==> src/rtl/cdc_handshake_tx_if.sv <==
// Bundle of signals between the local producer, the 4-phase request sender
// and the destination-domain acknowledger.
interface cdc_handshake_tx_if #(
    parameter int BUS_WIDTH = 8
);
    logic [BUS_WIDTH-1:0] in_data;
    logic                 in_valid;
    logic                 in_ready;
    logic [BUS_WIDTH-1:0] tx_data;
    logic                 req;
    logic                 ack;
    logic                 done;

    // Driven side: producer plus the far-domain acknowledger.
    modport master (
        output in_data, in_valid, ack,
        input  in_ready, tx_data, req, done
    );

    // The request sender itself.
    modport slave (
        input  in_data, in_valid, ack,
        output in_ready, tx_data, req, done
    );
endinterface

==> src/rtl/cdc_handshake_tx.sv <==
// Source side of a 4-phase req/ack handshake. Holds one word stable on tx_data
// while req/ack complete a full cycle; ack is resynchronized before use.
module cdc_handshake_tx #(
    parameter int BUS_WIDTH  = 8,
    parameter int NUM_STAGES = 2
) (
    input logic              clk,
    input logic              rst,
    cdc_handshake_tx_if.slave bus
);
    typedef enum logic [1:0] {
        IDLE        = 2'd0,
        WAIT_ACK_HI = 2'd1,
        WAIT_ACK_LO = 2'd2
    } state_t;

    state_t                state_q, state_d;
    logic [NUM_STAGES-1:0] ack_sync_q, ack_sync_d;
    logic                  req_q, req_d;
    logic                  done_q, done_d;
    logic [BUS_WIDTH-1:0]  tx_data_q, tx_data_d;
    logic                  ack_s;

    // Only the last synchronizer stage may reach control logic.
    assign ack_sync_d = {ack_sync_q[NUM_STAGES-2:0], bus.ack};
    assign ack_s      = ack_sync_q[NUM_STAGES-1];

    always_comb begin
        state_d   = state_q;
        req_d     = req_q;
        tx_data_d = tx_data_q;
        done_d    = 1'b0;
        unique case (state_q)
            IDLE: begin
                // A stale ack_s here is deliberately not looked at.
                if (bus.in_valid) begin
                    tx_data_d = bus.in_data;
                    req_d     = 1'b1;
                    state_d   = WAIT_ACK_HI;
                end
            end
            WAIT_ACK_HI: begin
                if (ack_s) begin
                    req_d   = 1'b0;
                    state_d = WAIT_ACK_LO;
                end
            end
            WAIT_ACK_LO: begin
                if (!ack_s) begin
                    done_d  = 1'b1;
                    state_d = IDLE;
                end
            end
            default: begin
                req_d   = 1'b0;
                state_d = IDLE;
            end
        endcase
    end

    always_ff @(posedge clk) begin
        if (rst) begin
            state_q    <= IDLE;
            ack_sync_q <= '0;
            req_q      <= 1'b0;
            done_q     <= 1'b0;
            tx_data_q  <= '0;
        end else begin
            state_q    <= state_d;
            ack_sync_q <= ack_sync_d;
            req_q      <= req_d;
            done_q     <= done_d;
            tx_data_q  <= tx_data_d;
        end
    end

    assign bus.in_ready = (state_q == IDLE);
    assign bus.req      = req_q;
    assign bus.tx_data  = tx_data_q;
    assign bus.done     = done_q;

    // The completion pulse always coincides with being ready again.
    a_done_in_idle: assert property (@(posedge clk) disable iff (rst)
        done_q |-> (state_q == IDLE));
    a_done_single: assert property (@(posedge clk) disable iff (rst)
        done_q |=> !done_q);
endmodule

==> src/flat_wrapper.sv <==
// flat-port wrapper written by rule: the top's interface ports become plain ports
module cdc_handshake_tx_flat 
#(
    parameter int BUS_WIDTH  = 8,
    parameter int NUM_STAGES = 2
)
  (clk, rst, bus_in_data, bus_in_valid, bus_ack, bus_in_ready, bus_tx_data, bus_req, bus_done);
  cdc_handshake_tx_if #(.BUS_WIDTH(BUS_WIDTH)) bus_i ();
  input logic clk;
  input logic rst;
  input wire logic [$bits(bus_i.in_data)-1:0] bus_in_data;
  input wire logic [$bits(bus_i.in_valid)-1:0] bus_in_valid;
  input wire logic [$bits(bus_i.ack)-1:0] bus_ack;
  output wire logic [$bits(bus_i.in_ready)-1:0] bus_in_ready;
  output wire logic [$bits(bus_i.tx_data)-1:0] bus_tx_data;
  output wire logic [$bits(bus_i.req)-1:0] bus_req;
  output wire logic [$bits(bus_i.done)-1:0] bus_done;
  assign bus_i.in_data = bus_in_data;
  assign bus_i.in_valid = bus_in_valid;
  assign bus_i.ack = bus_ack;
  assign bus_in_ready = bus_i.in_ready;
  assign bus_tx_data = bus_i.tx_data;
  assign bus_req = bus_i.req;
  assign bus_done = bus_i.done;
  cdc_handshake_tx #(.BUS_WIDTH(BUS_WIDTH), .NUM_STAGES(NUM_STAGES)) u_core (.clk(clk), .rst(rst), .bus(bus_i));
endmodule
==> config.mk <==
export PLATFORM = sky130hd
export DESIGN_NAME = cdc_handshake_tx_flat
export DESIGN_NICKNAME = d
export VERILOG_FILES = /design/src/rtl/cdc_handshake_tx_if.sv /design/src/rtl/cdc_handshake_tx.sv /design/src/flat_wrapper.sv
export SDC_FILE = /design/constraint.sdc
export NUM_CORES = 1
export LEC_CHECK = 0
export ABC_AREA = 0
export BUFFER_PORTS_ARGS = -buffer_cell sky130_fd_sc_hd__buf_2
export CAP_MARGIN = 15
export CORE_AREA = 2 2 39 41
export DETAILED_ROUTE_END_ITERATION = 8
export DIE_AREA = 0 0 41 43
export GPL_TIMING_DRIVEN = 0
export PLACE_DENSITY = 0.72
export SYNTH_ARGS = -nofsm -noshare
export SYNTH_HDL_FRONTEND = slang
export SYNTH_SLANG_ARGS = --single-unit
export TNS_END_PERCENT = 30
==> constraint.sdc <==
create_clock -name clk -period 2 [get_ports clk]
set_input_delay 0.3 -clock clk [delete_from_list [all_inputs] [get_ports clk]]
set_output_delay 0.3 -clock clk [all_outputs]
set_load 0.03 [all_outputs]
### Word level (Yosys, flattened, before mapping)

Cells that the tools add are included.

* register bits after elaboration: 14
* logic and storage cells: 24

* mux-type cells: 8
* reductions and logical operators: 5
* bitwise gates (word level): 1
* equality and inequality tests: 5

Operator list (number)
* 2-bit two-way mux: 3
* 2-bit one-hot mux with 3 select lines: 1
* 3-bit AND reduction: 2
* 2-bit inequality test (second input constant): 2
* 1-bit two-way mux: 3
* 1-bit one-hot mux with 3 select lines: 1
* 2-bit by 1-bit equality test with 1-bit output (second input constant): 1
* 2-bit equality test (second input constant): 1
* 2-bit logical NOT: 1
* 2-bit by 1-bit inequality test with 1-bit output (second input constant): 1
* 2-bit AND reduction: 1
* 2-bit OR reduction: 1
* 1-bit inverter: 1

### Depth between registers and ports, before layout

* word-level depth: 3
* mapped depth: 3
* gate-level depth less buffers: 2

### Least setup slack after synthesis

Ideal clock, no wire load.

* kind: register to output
* from: register u_core.state_q[0]
* to: output port bus_in_ready
* setup slack: 0.922 ns
* data arrival time: 0.778 ns
* buffers on the path: 0
* cell stages (with the launch flop): 2
* cells stage by stage: dfxtp_1 > nor2_1

* word-level cells in the longest chain between the ends: 1

Ends and longest elaborated chain
* start: declaration: line cdc_handshake_tx.sv:17 `state_t state_q, state_d;`
* start signal: assignment: line cdc_handshake_tx.sv:69 `state_q <= state_d;`
* 2-bit logical NOT: line cdc_handshake_tx.sv:77 `assign bus.in_ready = (state_q == IDLE);`
* end: declaration: line flat_wrapper.sv:14 `output wire logic [$bits(bus_i.in_ready)-1:0] bus_in_ready;`

Every way passes these cells.

### Worst setup path after layout

Ends and elaborated chain as after synthesis.

==> metrics.cfg <==
[pwr]
power_frac_seq_pct=50.1
p_leak_uw=0.000357
fin_total_pwr_uw=613
p_sw_share_pct=25.9
power.switching_uw=159
vdd_drop_max_v=0.000366
power_frac_clock_pct=32.1
combPwrFrac_pct=17.8
p_int_uw=454
p_per_area_nw_per_um2=825

[timing]
slew_headroom_pct=78.6
max_freq_mhz=788
rsz0062_at_grt=false
slew_violations=0
finClkSkew_ps=10.9
timing.final.crit_share_pct=63.4
final_hold_viol_count=0
setup_viol=0
tightestPinTransition_ps=322
finalSetupTns_ps=0
min_period_ps=1270

[synth]
synth_cells=55
synth.distinct_cells=16
syn_nets=67
synth_top_cell_area_share_pct=48.6
synth_top_area_cell=dfxtp_1
synth-async-reset-ratio_pct=0
ys_ff_latch=14
syn-cell-area_um2=577
ys.warnings.count=0
seq_area_frac_synth_pct=48.6
synth.avg_cell_area_um2=10.5
synth_edf_count=0
synthTopCellsByArea=dfxtp_1 49%, nand2b_1 20%, mux2i_1 14%
synthFlopType=dfxtp_1

[clocking]
clock_path_buffers=2
h-tree-depth=1
cts_hold_buf=0
cts_setup_buffers=0
cts_tree=done
root_buffer=clkbuf_4
clkSlewWorstSetupHoldPaths_ps=70
clock_latency_ps=270
cts_buffers=3
ctsResizeCount=0
cts.sinks=14

[die]
rows=14
die_h_um=43
pin_count=23
die_w_um=41
start_util_pct=41.7
die_area_um2=1760
coreArea_um2=1380

[finish]
syn_to_final_growth_pct=28.9
diodes=0
layout-drive-gt1-share_pct=35.8
final_area_um2=743
num-nets-final=94

[routing]
vias_per_cell=4.73
routedWlPerCell_um=9.97
via_count=459
drtIter0Drc=6
drc=0
drt_pass1_iterations=3
wirelength_um=967
drtAntennaViolNets=0

[global_route]
track_usage_pct=12.3
grt_pass1_vias=355
grt_pass1_wl_mm=1.46
antenna_found_initial=0
grt_max_degree=11
overflow=0

[flow_run]
max_cap_viol_count=0

[critical_path]
worstPathMaxFanout=7
end_kind=output pin
ff2ff_setup_slack_ps=970
arrival_ps=970
cpPeakStageDelay_ps=450
start_kind=register
worst_ep_required_time_ps=1700
worst-path-buf-inv=1
path_class=register to output pin
cpMaxStageDelayCell=dfxtp_1
crit_chain=nor2_1, buf_2
critPathTopFamily=flip-flops

[placed_design]
routabilityCongestion=0.587
dp_hpwl_um=730
portBuffers=22
place_area_um2=707

[hold_path]
hold_path.class=primary input to register

[outcome]
run_status=finished clean

## flip-flops by register name, indices dropped and copies added, names as in the netlist
name	count
u_core.ack_sync_q	2
u_core.bus.done	1
u_core.bus.req	1
u_core.bus.tx_data	8
u_core.state_q	2
## cell usage after synthesis (3+ instances only)
cell type / count
nor2b_1: 3
mux2i_1: 8
nand2b_1: 18
dfxtp_1: 14
## placed cells by master, fill, tap and decap left out
cell	instances
a22o_1	1
dfxtp_1	14
o21ai_0	1
clkbuf_8	1
nor3b_2	1
nor2_1	1
clkbuf_1	1
nor2b_1	3
mux2i_1	8
inv_1	1
a211oi_1	1
and3_1	1
buf_2	23
nand2b_1	18
clkbuf_4	3
buf_6	1
xor2_1	1
nor4b_1	1
## layer usage
layer | wire [um] | global-route usage (%) | up-vias
li1 | - | - | 231
met2 | 466 | 16.9 | 16
met4 | 14 | 8.00 | 0
met5 | 0 | 0 | -
met1 | 430 | 16.2 | 210
met3 | 55 | 3.14 | 2
## kinds of logic after synthesis
| logic type | share of synthesized area (%) |
|---|---|
| AOI/OAI and AO/OA | 3.69 |
| DFF | 48.6 |
| muxes | 13.9 |
| buffers and inverters | 4.12 |
| and+or+nand+nor | 28.2 |
| xor gates and xnor gates | 1.52 |
## power groups by stage
stage	Sequential (uW)	Combinational (uW)	Clock (uW)
2_1_floorplan	341	49.4	0
3_3_place_gp	313	109	0
3_5_place_dp	314	111	0
4_1_cts	307	111	202
5_1_grt	311	119	214
6_report	307	109	197
## stage by stage
step	std cells	hold slack, ps	worst slack (ps)	util [%]
finish	97	240	732	53.7
CTS	97	234	727	53.7
detailed placement	93	446	938	51.1
global placement	93	420	943	51.1
global route	97	258	667	53.7
floorplan	55	414	922	-
## final cells by class
cell class                 count  area [um^2]
fill                         138          641
sequential                    14          280
multi-input combinational     37          273
timing repair buffer          22          110
clock buffer                   4         36.3
buffer                         3         20.0
tap                           16         20.0
inverter                       1         3.75
## path summary, 6_finish.rpt
kind / start / cells after the start / endpoint
setup / recovery: u_core.state_q[0] / 2 / bus_in_ready
hold reg to reg: u_core.ack_sync_q[0] / 1 / u_core.ack_sync_q[1]
setup reg to reg: u_core.state_q[0] / 3 / u_core.bus.req
hold / removal: bus_ack / 2 / u_core.ack_sync_q[0]
No activity file was read; power rests on OpenSTA's default activity.
